===== src/rtl/cpu_pkg.sv =====
// Shared constants and types for the downsampling CPU sequencer, decoder and ALU.
// Holds ALU op codes, opcodes, the sequencer state enum and control bundle.
package cpu_pkg;

  localparam logic [2:0] ALU_ZERO  = 3'b000;
  localparam logic [2:0] ALU_ADD   = 3'b001;
  localparam logic [2:0] ALU_SUB   = 3'b010;
  localparam logic [2:0] ALU_PAS   = 3'b011;
  localparam logic [2:0] ALU_MUL2  = 3'b100;
  localparam logic [2:0] ALU_DIV2  = 3'b101;
  localparam logic [2:0] ALU_DECAC = 3'b110;

  localparam logic [7:0] OP_NOP   = 8'h00;
  localparam logic [7:0] OP_LDAC  = 8'h01;
  localparam logic [7:0] OP_STAC  = 8'h02;
  localparam logic [7:0] OP_ADD   = 8'h03;
  localparam logic [7:0] OP_SUB   = 8'h04;
  localparam logic [7:0] OP_MVR   = 8'h05;
  localparam logic [7:0] OP_DIV2  = 8'h06;
  localparam logic [7:0] OP_DECAC = 8'h07;
  localparam logic [7:0] OP_MVTR  = 8'h08;
  localparam logic [7:0] OP_JMP   = 8'h09;
  localparam logic [7:0] OP_JMPZ  = 8'h0A;
  localparam logic [7:0] OP_HALT  = 8'hFF;

  // Bit positions inside the one-hot ld vector {DR,AR,TR,R,AC}.
  localparam int LD_AC = 0;
  localparam int LD_R  = 1;
  localparam int LD_TR = 2;
  localparam int LD_AR = 3;
  localparam int LD_DR = 4;

  localparam logic [1:0] BSEL_DR = 2'd0;
  localparam logic [1:0] BSEL_R  = 2'd1;
  localparam logic [1:0] BSEL_TR = 2'd2;
  localparam logic [1:0] BSEL_AR = 2'd3;

  typedef enum logic [3:0] {
    S_IDLE,
    S_F1,
    S_F2,
    S_F3,
    S_F4,
    S_EX1,
    S_EX2,
    S_EX3,
    S_HALT
  } state_t;

  // Where an execute cycle hands control next.
  typedef enum logic [1:0] {
    NC_FETCH,
    NC_NEXT,
    NC_HALT
  } nxt_cls_t;

  typedef struct packed {
    logic [2:0] alu;
    logic [1:0] b_sel;
    logic [4:0] ld;
    logic       dram_rd;
    logic       dram_wr;
  } ctrl_t;

  function automatic logic is_two_byte(input logic [7:0] op);
    return (op == OP_JMP) || (op == OP_JMPZ);
  endfunction

endpackage


===== src/rtl/cpu_decode.sv =====
// Combinational control decode: (state, ir, z_flag) -> datapath strobes and next-state class.
// Zero latency; no flow control, outputs are idle outside execute states.
module cpu_decode
  import cpu_pkg::*;
(
  input  state_t     state,
  input  logic [7:0] ir,
  input  logic       z_flag,
  output ctrl_t      ctrl,
  output logic       illegal,
  output logic       pc_jump,
  output nxt_cls_t   nxt_cls
);

  logic in_ex;

  assign in_ex = (state == S_EX1) || (state == S_EX2) || (state == S_EX3);

  always_comb begin
    ctrl    = '0;
    illegal = 1'b0;
    pc_jump = 1'b0;
    nxt_cls = NC_FETCH;
    if (in_ex) begin
      case (ir)
        OP_NOP: ;
        OP_LDAC: begin
          case (state)
            S_EX1: begin
              ctrl.dram_rd = 1'b1;
              nxt_cls      = NC_NEXT;
            end
            S_EX2: begin
              ctrl.ld[LD_DR] = 1'b1;
              nxt_cls        = NC_NEXT;
            end
            default: begin
              ctrl.alu       = ALU_PAS;
              ctrl.b_sel     = BSEL_DR;
              ctrl.ld[LD_AC] = 1'b1;
            end
          endcase
        end
        OP_STAC: begin
          if (state == S_EX1) begin
            ctrl.alu       = ALU_ZERO;
            ctrl.ld[LD_DR] = 1'b1;
            nxt_cls        = NC_NEXT;
          end else begin
            ctrl.dram_wr = 1'b1;
          end
        end
        OP_ADD: begin
          ctrl.alu       = ALU_ADD;
          ctrl.b_sel     = BSEL_R;
          ctrl.ld[LD_AC] = 1'b1;
        end
        OP_SUB: begin
          ctrl.alu       = ALU_SUB;
          ctrl.b_sel     = BSEL_R;
          ctrl.ld[LD_AC] = 1'b1;
        end
        OP_MVR: begin
          ctrl.alu      = ALU_ZERO;
          ctrl.ld[LD_R] = 1'b1;
        end
        OP_DIV2: begin
          ctrl.alu       = ALU_DIV2;
          ctrl.b_sel     = BSEL_R;
          ctrl.ld[LD_AC] = 1'b1;
        end
        OP_DECAC: begin
          ctrl.alu       = ALU_DECAC;
          ctrl.ld[LD_AC] = 1'b1;
        end
        OP_MVTR: begin
          ctrl.alu       = ALU_ZERO;
          ctrl.ld[LD_TR] = 1'b1;
        end
        OP_JMP:  pc_jump = 1'b1;
        // z_flag here is the value registered before EX1, so a SUB just before is visible.
        OP_JMPZ: pc_jump = z_flag;
        OP_HALT: nxt_cls = NC_HALT;
        default: illegal = 1'b1;
      endcase
    end
  end

endmodule


===== src/rtl/cpu_sequencer.sv =====
// Instruction sequencer: fetches opcodes, steps the datapath, registers the ALU zero flag.
// 3-5 cycles per instruction; no backpressure, start is only honoured in IDLE/HALT.
module cpu_sequencer
  import cpu_pkg::*;
#(
  parameter int unsigned    AW       = 8,
  parameter logic [AW-1:0]  START_PC = '0
) (
  input  logic          clk,
  input  logic          reset,
  input  logic          start,
  input  logic [7:0]    instr,
  input  logic          z,
  output logic [AW-1:0] iram_addr,
  output logic [2:0]    alu_control,
  output logic [1:0]    b_sel,
  output logic [4:0]    ld,
  output logic          dram_rd,
  output logic          dram_wr,
  output logic          done,
  output logic          illegal
);

  state_t        state;
  state_t        state_nxt;
  logic [AW-1:0] pc;
  logic [7:0]    ir;
  logic [AW-1:0] opr;
  logic          z_flag;

  ctrl_t         dec_ctrl;
  logic          dec_illegal;
  logic          dec_pc_jump;
  nxt_cls_t      dec_nxt_cls;

  cpu_decode u_decode (
    .state   (state),
    .ir      (ir),
    .z_flag  (z_flag),
    .ctrl    (dec_ctrl),
    .illegal (dec_illegal),
    .pc_jump (dec_pc_jump),
    .nxt_cls (dec_nxt_cls)
  );

  always_ff @(posedge clk or posedge reset) begin
    if (reset) begin
      state <= S_IDLE;
    end else begin
      state <= state_nxt;
    end
  end

  always_comb begin
    state_nxt = state;
    case (state)
      S_IDLE, S_HALT: if (start) state_nxt = S_F1;
      S_F1:           state_nxt = S_F2;
      // Opcode length is judged from the RAM data as it lands in ir.
      S_F2:           state_nxt = is_two_byte(instr) ? S_F3 : S_EX1;
      S_F3:           state_nxt = S_F4;
      S_F4:           state_nxt = S_EX1;
      S_EX1, S_EX2, S_EX3: begin
        case (dec_nxt_cls)
          NC_HALT: state_nxt = S_HALT;
          NC_NEXT: state_nxt = (state == S_EX1) ? S_EX2 :
                               (state == S_EX2) ? S_EX3 : S_F1;
          default: state_nxt = S_F1;
        endcase
      end
      default:        state_nxt = S_IDLE;
    endcase
  end

  always_comb begin
    iram_addr   = pc;
    alu_control = dec_ctrl.alu;
    b_sel       = dec_ctrl.b_sel;
    ld          = dec_ctrl.ld;
    dram_rd     = dec_ctrl.dram_rd;
    dram_wr     = dec_ctrl.dram_wr;
    done        = (state == S_HALT);
    illegal     = dec_illegal;
  end

  always_ff @(posedge clk or posedge reset) begin
    if (reset) begin
      pc     <= START_PC;
      ir     <= '0;
      opr    <= '0;
      z_flag <= 1'b0;
    end else begin
      case (state)
        S_IDLE, S_HALT: if (start) pc <= START_PC;
        S_F2: begin
          ir <= instr;
          pc <= pc + AW'(1);
        end
        S_F4: begin
          opr <= AW'(instr);
          pc  <= pc + AW'(1);
        end
        S_EX1: if (dec_pc_jump) pc <= opr;
        default: ;
      endcase
      // Flag follows only ops whose result the datapath can test (SUB and PAS).
      if (dec_ctrl.alu == ALU_SUB || dec_ctrl.alu == ALU_PAS) begin
        z_flag <= z;
      end
    end
  end

endmodule


===== config.mk =====
export PLATFORM = sky130hd
export DESIGN_NAME = cpu_sequencer
export DESIGN_NICKNAME = d
export VERILOG_FILES = /design/src/rtl/cpu_pkg.sv /design/src/rtl/cpu_decode.sv /design/src/rtl/cpu_sequencer.sv
export SDC_FILE = /design/constraint.sdc
export NUM_CORES = 1
export LEC_CHECK = 0
export CAP_MARGIN = 20
export CORE_MARGIN = 2
export CORE_UTILIZATION = 30
export CTS_CLUSTER_DIAMETER = 120
export DETAILED_ROUTE_END_ITERATION = 8
export SYNTH_ARGS = -nofsm -noshare
export SYNTH_HDL_FRONTEND = slang
export SYNTH_SLANG_ARGS = --single-unit

===== constraint.sdc =====
create_clock -name clk -period 2.5 [get_ports clk]
set_clock_uncertainty 0.05 [all_clocks]
set_input_delay 0.375 -clock clk [delete_from_list [all_inputs] [get_ports clk]]
set_output_delay 0.375 -clock clk [all_outputs]
set_load 0.01 [all_outputs]

# Word level (Yosys, flattened, before mapping)
# Cells that the tools add are included.
dict set report totals {
  regBits 29
  out_inout_bits 22
  wordCells 80
}
dict set report classes {
  addsub 1
  reduce_logical 15
  n_mux 32
  eq_ne 27
}
# operator n
set op_table {}
lappend op_table {{8-bit by 4-bit == test with 1-bit output (second input constant)} 5}
lappend op_table {{8-bit by 3-bit == test with 1-bit output (second input constant)} 4}
lappend op_table {{4-bit one-hot mux with 6 select lines} 1}
lappend op_table {{8-bit one-hot mux with 3 select lines} 1}
lappend op_table {{4-bit by 3-bit == test with 1-bit output (second input constant)} 4}
lappend op_table {{8-bit by 2-bit == test with 1-bit output (second input constant)} 2}
lappend op_table {{8-bit two-way mux} 2}
lappend op_table {{3-bit one-hot mux with 5 select lines} 1}
lappend op_table {{1-bit two-way mux} 13}
lappend op_table {{12-bit OR reduction} 1}
lappend op_table {{3-bit two-way mux} 3}
lappend op_table {{8-bit by 1-bit adder with 8-bit output (second input constant)} 1}
lappend op_table {{4-bit by 2-bit == test with 1-bit output (second input constant)} 2}
lappend op_table {{8-bit by 1-bit == test with 1-bit output (second input constant)} 1}
lappend op_table {{8-bit == test (second input constant)} 1}
lappend op_table {{8-bit logical NOT} 1}
lappend op_table {{4-bit two-way mux} 2}
lappend op_table {{4-bit one-hot mux with 2 select lines} 1}
lappend op_table {{3-bit by 2-bit == test with 1-bit output (second input constant)} 2}
lappend op_table {{6-bit two-way mux} 1}
lappend op_table {{1-bit one-hot mux with 2 select lines} 3}
lappend op_table {{2-bit one-hot mux with 3 select lines} 1}
lappend op_table {{2-bit OR reduction} 3}
lappend op_table {{3-bit OR reduction} 2}
lappend op_table {{other kinds (13)} 17}

# Logic depth before layout (Yosys ltp)
# Gate-level depths: netlist of run 1.
dict set report depth {
  word_depth 8
  depth_mapped 7
  ltp_nobuf 6
}

# By module
# From an unflattened synthesis of run 1, not the netlist that was laid out.
dict set report unflattened {
  cells_unflattened 190
  area_unflattened_um2 1913.1
}
# module area_each_um2 instances cells_per_inst
set modules_own_cells {}
lappend modules_own_cells {cpu_sequencer 1537.7 1 134}
lappend modules_own_cells {cpu_decode 375.4 1 56}

# Worst setup path after synthesis of run 1
# No wires, ideal clock.
dict set report synth_path {
  kind {reg-to-output}
  from {register ir[4]}
  to {output ld[1]}
  t_required_ns 2.075
  path_stages_with_launch 5
  slack_ns 0.399
  arrival_time_ns 1.676
  path_cell_list {dfrtp_1 > or4_4 > or3_1 > buf_2 > nor3_1}
}
dict set report synth_between {
  elab_chain_len 3
}
# item line
set synth_rtl {}
lappend synth_rtl {{from (decl)} cpu_sequencer.sv:27} ;# logic [7:0] ir;
lappend synth_rtl {{from (signal assigned)} cpu_sequencer.sv:96} ;# ir <= instr;
lappend synth_rtl {{8-bit by 3-bit == test with 1-bit output} cpu_decode.sv:25} ;# case (ir)
lappend synth_rtl {{1-bit two-way mux} cpu_decode.sv:25}
lappend synth_rtl {{5-bit two-way mux} cpu_decode.sv:24} ;# if (in_ex) begin
lappend synth_rtl {{to (decl)} cpu_sequencer.sv:17} ;# output logic [4:0] ld,
# Every way passes these cells.

# Final worst setup path of run 1
dict set report layout_path {
  from {register ir[4]}
  to {output dram_rd}
}
dict set report layout_between {
  elab_chain_len 3
}
# item line
set layout_rtl {}
lappend layout_rtl {{8-bit by 1-bit == test with 1-bit output} cpu_decode.sv:25}
lappend layout_rtl {{1-bit two-way mux} cpu_decode.sv:25}
lappend layout_rtl {{5-bit two-way mux} cpu_decode.sv:24}
lappend layout_rtl {{to (decl)} cpu_sequencer.sv:18} ;# output logic dram_rd,
# Every way passes these cells.

==> impl_summary.md, run 1 <==
Power and ir drop
The maximum vdd drop is 0.000491 V. For this design the static power due to leakage is 0.000940 uW. Registers are responsible for 32.0% of the overall power. Net switching is 38.8% of the power. The clock group share of total power is 18.2%.

Per report_power, the combinational group accounts for 49.8% of the total. The power density normalized to cell area is 1210 nW/um^2. The internal power of the cells is 1690 uW. The analysis attributes to net switching a power of 1070 uW.

Synth
The share of the synthesized area in the top cell type is 43.1%. The simple-gate share of the synthesized area is 20.7%. For this run, the leading register cell type out of synthesis is sky130_fd_sc_hd__dfrtp_1. The count of flip-flops with a built-in enable after synthesis is 0. For this run, the number of Yosys warnings is 0. Of the total synthesized cell area, the portion taken by XOR and XNOR cells is 1.56%.

The most common cell in the netlist is sky130_fd_sc_hd__dfrtp_1. The flip-flop and latch count after synthesis is 29. The area fraction in compound gates after synthesis is 18.0%.

The share of the yosys chip area belonging to registers is 43.1%. Yosys attributes the largest share of cell area to sky130_fd_sc_hd__dfrtp_1 (43%), sky130_fd_sc_hd__mux2_2 (9.4%), sky130_fd_sc_hd__o21ai_0 (5.1%). The synthesized cell area is 1680 um^2. The distinct cell type count after synthesis is 42. The average cell area after synthesis is 9.05 um^2. Counting instances in the post-synthesis netlist gives the leading cell types as sky130_fd_sc_hd__dfrtp_1 (29), sky130_fd_sc_hd__o21ai_0 (17), sky130_fd_sc_hd__nor2_1 (15), sky130_fd_sc_hd__mux2_2 (14), sky130_fd_sc_hd__nand2_1 (12). After synthesis, the largest family of logic cells by area is simple AND/OR/NAND/NOR gates. For this run, asynchronously set or reset flops after synthesis account for 100%. The number of instances in the synthesized netlist is 186. The biggest area contributor in the post-synthesis netlist is sky130_fd_sc_hd__dfrtp_1. Summing the areas of all fa, ha and maj instances in the mapped netlist gives 0.743% of the synthesized area. The multiplexer fraction of the synthesized cell area is 10.0%.

Routing
In the final routed layout, each cell accounts on average for 13.6 um. Before antenna repair, the detailed router went through 4 iterations. For this block, the routed nets add up to 4130 um of wire. The via total after detailed routing is 1,555. In the detailed route, the total length drawn on met2 is 1950 um. Detailed routing placed a total of 193 um of wire on met3. In the routed layout, each cell is associated on average with a via count of 5.12. The violation count after the first detailed-route iteration is 79.

The residual DRC count is 0. In this run the remaining antenna-violating nets after routing total 0. The top routing layer in use is met4.

The met1 wire length is 1960 um.

Place
Once placement completed, the tool counted placed cells totaling 296. Once placement finished, the instance area stood at 2170 um^2. Port buffering added 31 buffers.

Routability-driven placement finished with a final weighted congestion of 0.799. The wire-length estimate of the detail-placed layout is 3070 um.

Final layout
The number of inserted filler cells in the final layout is 590. Measured on the finished design, the core utilization comes to 41.6%. The final design area excluding fillers is 2280 um^2. Cells with a size suffix above 1 make up 24.1% of the layout. The area growth from synthesis to final layout is 35.3%. The finished layout holds 304 standard cells, fillers aside.

The repair_antennas step left the layout with diodes totalling 0. In the final design database the tool counted 244 nets.

Worst setup path
The endpoint identified for the worst register-to-register timing path is iram_addr[3]$_DFFE_PP0P_. The number of buffers and inverters on the critical path is 2. The largest single stage delay on the critical path is 0.56 ns. The critical path goes through or4_4, buf_4, nor2_1, nand3_1, nor2_1, dlygate4sd2_1. The most numerous cell type found on the critical path is sky130_fd_sc_hd__nor2_1.

In this run the register-to-register setup slack is 0.24 ns. STA puts the critical path data required time at 2.08 ns. The type of the setup path with the least slack is reg2out. The startpoint type of the worst setup path is a register. The kind of cell with the highest combined delay along the critical path is simple AND/OR/NAND/NOR gates. The standard cell with the maximum stage delay on the critical path is sky130_fd_sc_hd__or4_4. STA puts the critical path data arrival time at 1.97 ns. The worst register-to-register path begins at ir[4]$_DFFE_PP0P_. The length in cells of the worst reg-to-reg path is 7. STA classifies the critical path endpoint as an output port. The largest fanout of any net on the critical path is 4.

STA
Setup repair after global routing left no endpoint under its margin. The total count of hold-check failures in the final report is 0. The maximum achievable frequency is 0.417 GHz.

The portion of the clock cycle consumed by the worst path in the final layout is 95.9%. The worst pin sits at a relative slew slack of 56.4%. Setup violations remaining at the end of the flow were counted as 0. After layout, the minimum clock period comes to 2.40 ns.

The final number of max-transition violations is 0. The slew at the pin closest to its max-slew limit is 0.651 ns.

Global routing
Across every metal layer, demand over resource in global routing totals 14.4%. The number of antenna violations at the first check in global routing came to 0. The first global-routing pass estimated 7040 um of wire. Entering global routing, the biggest net connects 30 pins.

After global routing the overflow that remains totals 0. The number of global-route vias before repair was 1,480.

Clocking
In this run, CTS created clock tree buffers numbering 5. CTS built an H-tree with a depth of 2. TritonCTS built the clock tree.

The maximum count of clock buffers along a single path is 2. The register clock-pin slew on the reported worst setup and hold paths is 0.06 ns. The sink count of the clock tree is 29. The tree is rooted in a sky130_fd_sc_hd__clkbuf_8. The later pin in the worst-skew pair is clocked with a latency of 0.28 ns.

Floorplan
The I/O pin count is 34. The die covers 6220 um^2. The chip height is 78.9 um. After floorplanning, the core was sized to cover 5470 um^2. The die width is 78.9 um. The initial core utilization is 30.7%.

The floorplan has 27 rows.

Hold path
The worst hold path belongs to the class in2async.

Status
The flow ran to the end, and the final reports show no timing, DRC or antenna violations.

Job
Across the run, the number of max-cap violations was 0.
==> worst register-to-register path: stages (launching register included) <==
cell	delay [ns]
sky130_fd_sc_hd__dfrtp_1	0.38
sky130_fd_sc_hd__or4_4	0.56
sky130_fd_sc_hd__buf_4	0.16
sky130_fd_sc_hd__a2111oi_1	0.40
sky130_fd_sc_hd__o22ai_1	0.14
sky130_fd_sc_hd__buf_4	0.21
sky130_fd_sc_hd__o21ai_0	0.15
sky130_fd_sc_hd__o21ai_0	0.09
==> logic make-up (layout without fill, tap and decap cells) <==
logic type	count (synthesis)	in the layout
flops	29	29
buf+inv	22	67
fa+ha+maj	1	1
mux	15	15
xor+xnor	3	3
simple gates	66	66
other cells	1	2
compound gates	49	49
==> state kept, by name, indices dropped and copies added, names as in the netlist <==
register and flops:
opr 8, ir 8, z_flag 1, iram_addr 8, state 4
==> how the worst max path moves through the flow <==
stage                    to  slack, ns  cells past startpoint              start
floorplan             ld[1]       0.40                      4  ir[4]$_DFFE_PP0P_
global placement      ld[1]      -0.02                      4  ir[4]$_DFFE_PP0P_
detailed placement    ld[1]      -0.03                      4  ir[4]$_DFFE_PP0P_
CTS                   ld[2]    -0.0007                      6  ir[4]$_DFFE_PP0P_
global route        dram_rd      0.002                      6  ir[4]$_DFFE_PP0P_
finish              dram_rd       0.10                      6  ir[4]$_DFFE_PP0P_
==> cells in the final DEF (no fill, tap or decap), drive strengths merged, types with 2 or more instances in the layout <==
| cell type | n |
|---|---|
| a21oi | 10 |
| a31oi | 2 |
| a32oi | 3 |
| and2 | 2 |
| and3 | 3 |
| buf | 20 |
| clkbuf | 13 |
| clkdlybuf4s50 | 20 |
| conb | 2 |
| dfrtp | 29 |
| dlygate4sd2 | 2 |
| inv | 9 |
| mux2 | 15 |
| nand2 | 12 |
| nand2b | 5 |
| nand3 | 4 |
| nand3b | 2 |
| nand4 | 2 |
| nor2 | 15 |
| nor2b | 3 |
| nor3 | 7 |
| nor4 | 5 |
| o21a | 3 |
| o21ai | 19 |
| o22ai | 3 |
| or3 | 3 |
| xnor2 | 3 |
==> power by group through the flow <==
stage	Clock [uW]	Combinational, uW	Sequential (uW)
final	504	1380	885
after global routing	541	1550	926
after CTS	519	1370	887
after detailed placement	0	1360	892
after global placement	0	1360	886
after floorplan	0	849	871
==> routing by layer <==
metal	global-route usage [%]	vias to the layer above
met4	3.45	0
met5	0	-
met1	19.6	756
met3	3.98	4
met2	22.9	39
li1	-	756
==> cell type report <==
type / count / area [um^2] / area share [%]
Clock buffer: 7 / 86.3 / 3.79
Sequential cell: 29 / 726 / 31.9
Clock inverter: 1 / 30.0 / 1.32
Timing Repair Buffer: 50 / 418 / 18.4
Tap cell: 72 / 90.1 / 3.96
Multi-Input combinational cell: 136 / 893 / 39.2
Inverter: 9 / 33.8 / 1.48
==> stage by stage <==
step | setup slack, ns | hold slack, ns | power [uW] | TNS, ns
floorplan | 0.399 | 0.403 | 1720 | 0
global placement | -0.0191 | 0.430 | 2240 | -0.0191
detailed placement | -0.0269 | 0.438 | 2260 | -0.0316
CTS | -0.000727 | 0.428 | 2780 | -0.000727
global route | 0.00237 | 0.454 | 3010 | 0
finish | 0.103 | 0.419 | 2770 | 0
==> what timing repair did <==
action | CTS | global route
cloned | 0 | 0
resized for setup | 13 | 22
buffers inserted | 0 | 0
pin swaps | 0 | 2
setup endpoints to repair | 11 | 11
hold buffers | 0 | 0
(Power assumes the default switching activity.)
==> run 2, diff against run 1 <==
--- a/config.mk
+++ b/config.mk
@@ -7,9 +7,10 @@
 export LEC_CHECK = 0
 export CAP_MARGIN = 20
 export CORE_MARGIN = 2
-export CORE_UTILIZATION = 30
+export CORE_UTILIZATION = 45
 export CTS_CLUSTER_DIAMETER = 120
 export DETAILED_ROUTE_END_ITERATION = 8
+export PLACE_DENSITY = 0.74
 export SYNTH_ARGS = -nofsm -noshare
 export SYNTH_HDL_FRONTEND = slang
 export SYNTH_SLANG_ARGS = --single-unit
==> constraint.sdc (replaced) <==
create_clock -name clk -period 1.99 [get_ports clk]
set_clock_uncertainty 0.05 [all_clocks]
set_input_delay 0.2985 -clock clk [delete_from_list [all_inputs] [get_ports clk]]
set_output_delay 0.2985 -clock clk [all_outputs]
set_load 0.01 [all_outputs]
==> run 2 against run 1 <==
Effect of this change:
- the run now ends with setup timing left
- die area shrank 32%
- non-clock buffer count grew 10
- total power grew 42%
- final cell count shrank 4.6%
- utilization grew 25 points
- clock power grew 25%
- highest routed layer unchanged
- first-iteration DRC count grew 82%
- sequential share of layout area shrank 2.0 points
- design area grew 6.8%
- register-to-register slack lost 0.48 ns
==> impl_summary.md, run 2 (synthesized netlist as in run 1, its figures left out) <==
Status
The run finished, with violations left. The final reports fail on setup timing.

Routing
The wire length per cell after detailed routing is 16.0 um (+17%). The post-detailed-route count of antenna-violating nets came to 0 (unchanged). The via total after detailed routing is 1,661 (+6.8%). The number of optimization iterations in the first detailed-route pass was 4 (unchanged). The violation count after the first detailed-route iteration was 144 (+82%). The vias per cell came to 5.73 (+12%). The residual DRC count was 0 (unchanged). The sum of routed wire length over all layers is 4630 um (+12%).

Place
The detailed-placement wirelength estimate was 3070 um (about the same). The total of buffers placed on input and output ports is 31 (unchanged). The placed instance area came to 2200 um^2 (+1.4%). The routability congestion estimate was 0.879 (+9.9%).

Clocking
The register clock-pin slew on the reported worst setup and hold paths is 0.07 ns (about the same). The cell sitting at the root of the clock tree is a sky130_fd_sc_hd__clkbuf_8. The number of clock buffers inserted by TritonCTS is 5 (unchanged). The maximum count of clock buffers along a single path came to 2 (unchanged). The clock latency on the worst-skew pair is 0.28 ns (about the same). The clock tree from TritonCTS is yes.

The sink count of the clock tree is 29 (unchanged). The H-tree depth came to 2 (unchanged).

Floorplan
The core region area is 3630 um^2 (-34%). The I/O pin count is 34 (unchanged). The initial core utilization is 46.3% (+16 points). The chip height is 65.2 um (-17%). The cell row count is 22 (-19%). The area of the die is 4250 um^2 (-32%). The die width was 65.2 um (-17%).

Worst setup path
STA classifies the critical path startpoint as a register. The count of buffer and inverter cells on the critical path is 2 (unchanged). The largest fanout of any net on the critical path was 3 (-1). The critical path is of the reg2out type. The signal arrival time at the worst endpoint was 1.97 ns (about the same). The top cell family by delay on the critical path is simple AND/OR/NAND/NOR gates. Walking the worst path, the cells encountered are or4_4, buf_6, nor2_4, nand2_1, nor4_1, buf_2. The highest cell delay on the worst timing path came to 0.58 ns (+0.02 ns).

The sort of element at the end of the critical path is an output port. The data required time of the worst path is 1.64 ns (-0.44 ns). The standard cell with the maximum stage delay on the critical path is sky130_fd_sc_hd__or4_4.

Power and ir drop
The combinational group share of total power is 55.6% (+5.8 points). The leakage power is 0.00100 uW (+6.7%). The internal power of the cells came to 2320 uW (+37%). The fraction of power spent switching nets is 41.1% (+2.3 points).

The maximum vdd drop is 0.000703 V (+43%). The net load switching power is 1620 uW (+51%). The part of the total power dissipated in sequential elements came to 28.4% (-3.6 points). The power density normalized to cell area is 1620 nW/um^2 (+33%). The clock group share of total power came to 16.0% (-2.2 points).

STA
The final critical-path setup slack is -0.330 ns (-0.434 ns). Setup repair after global routing could not meet its margin everywhere. The number of setup violations in the final report is 20 (+20). Counting I/O delays and the setup requirement, the final critical path takes 2.32 ns.

The headroom to the max-slew limit came to 65.6% (+9.3 points). The total negative slack for setup checks was -4.39 ns (-4.39 ns). The final number of max-transition violations came to 0 (unchanged). The final hold slack came to 0.342 ns (-0.0776 ns). The slew at the pin closest to its max-slew limit is 0.513 ns (-0.138 ns).

Static timing analysis puts the maximum clock frequency at 0.431 GHz. The portion of the clock cycle consumed by the worst path in the final layout is 117%. The total count of hold-check failures in the final report is 0 (unchanged).

Final layout
In the layout the commonest cells are sky130_fd_sc_hd__dfrtp_1 (29), sky130_fd_sc_hd__buf_4 (24), sky130_fd_sc_hd__clkdlybuf4s50_1 (19), sky130_fd_sc_hd__mux2_2 (14), sky130_fd_sc_hd__nor2_1 (12). The number of nets in the final layout came to 254 (+4.1%). Leaving out fill and tap cells, the most frequent cell in the layout is sky130_fd_sc_hd__dfrtp_1. The share of layout cells above drive strength 1 is 37.6% (+13 points). The area growth from synthesis to layout is 44.5%. The total inserted antenna cells is 0 (unchanged). The final design area excluding fillers came to 2430 um^2 (+6.8%).

Global routing
The number of global-route vias before repair is 1,566 (+5.8%). The largest net degree at the start of global routing is 30 (unchanged). The global-route wire length before repair is 7320 um (+4.0%). The total global-route track usage is 22.6% (+8.2 points). The number of antenna violations at the first check in global routing came to 0 (unchanged). The leftover overflow at the end of global routing is 0 (unchanged).

Job
The number of max-cap violations is 0 (unchanged).

Hold path
The path class of the tightest hold or removal check is in2async.
==> run 2: changes by cell type in the layout (fill, tap and decap cells not counted), sizes merged <==
cell,previous run,this run
clkdlybuf4s15,1,0
buf,20,40
clkdlybuf4s50,20,19
dlymetal6s2s,1,0
dlygate4sd2,2,1
clkbuf,13,7
==> run 2: worst paths after layout <==
check                                   startpoint                  endpoint  slack (ns)  depth (start not counted)
worst max-delay path             ir[6]$_DFFE_PP0P_                     ld[2]       -0.33                          6
worst min-delay path                         reset  iram_addr[6]$_DFFE_PP0P_        0.34                          3
worst max register to register   ir[6]$_DFFE_PP0P_        z_flag$_DFFE_PP0P_       -0.24                          5
worst min register to register  opr[1]$_DFFE_PP0P_        opr[1]$_DFFE_PP0P_        0.46                          1
max in group asynchronous                    reset         ir[1]$_DFFE_PP0P_        1.26                          3
min in group clk                opr[1]$_DFFE_PP0P_        opr[1]$_DFFE_PP0P_        0.46                          1
==> run 2: stage by stage <==
| stage | worst slack (ns) | total power (uW) | utilization (%) | instances |
|---|---|---|---|---|
| after floorplan | -0.0601 | 2160 | - | 187 |
| final | -0.330 | 3930 | 66.9 | 290 |
| after global placement | -0.439 | 2890 | 60.5 | 280 |
| after detailed placement | -0.461 | 2930 | 60.5 | 280 |
| after CTS | -0.297 | 3680 | 64.5 | 289 |
| after global routing | -0.370 | 4200 | 66.9 | 290 |
==> run 2: area by class of cell <==
cell class              count  area [um^2]
well taps                  48         60.1
multi-input cells         136         1000
inverters                   9         33.8
clock buffers               7         86.3
clock inverters             1         30.0
fillers                   309         1200
flip-flops and latches     29          726
repair buffers             60          490
==> run 2: timing repair <==
item | 4_1_cts | 5_1_grt
gates resized for setup | 60 | 36
hold buffers | 0 | 0
pin swaps | 4 | 14
setup endpoints to repair | 21 | 22
buffers inserted | 0 | 1
gates cloned | 1 | 0
==> run 2: power by group through the flow <==
stage	clock network, uW	registers, uW	logic, uW
detailed placement	0	1100	1830
global route	687	1150	2360
finish	628	1120	2190
floorplan	0	1090	1070
CTS	640	1090	1950
global placement	0	1090	1800
==> run 2: metal layers <==
layer / up-vias / global-route usage [%] / share of wire [%]
met5: - / 0 / 0
met4: 0 / 7.29 / 0.95
li1: 775 / - / -
met3: 4 / 5.14 / 3.6
met2: 50 / 36.5 / 52
met1: 832 / 30.3 / 43
==> run 2: tightest hold or removal path: stages <==
cell	delay, ns
sky130_fd_sc_hd__clkdlybuf4s50_1	0.39
sky130_fd_sc_hd__inv_1	0.05
sky130_fd_sc_hd__buf_4	0.34
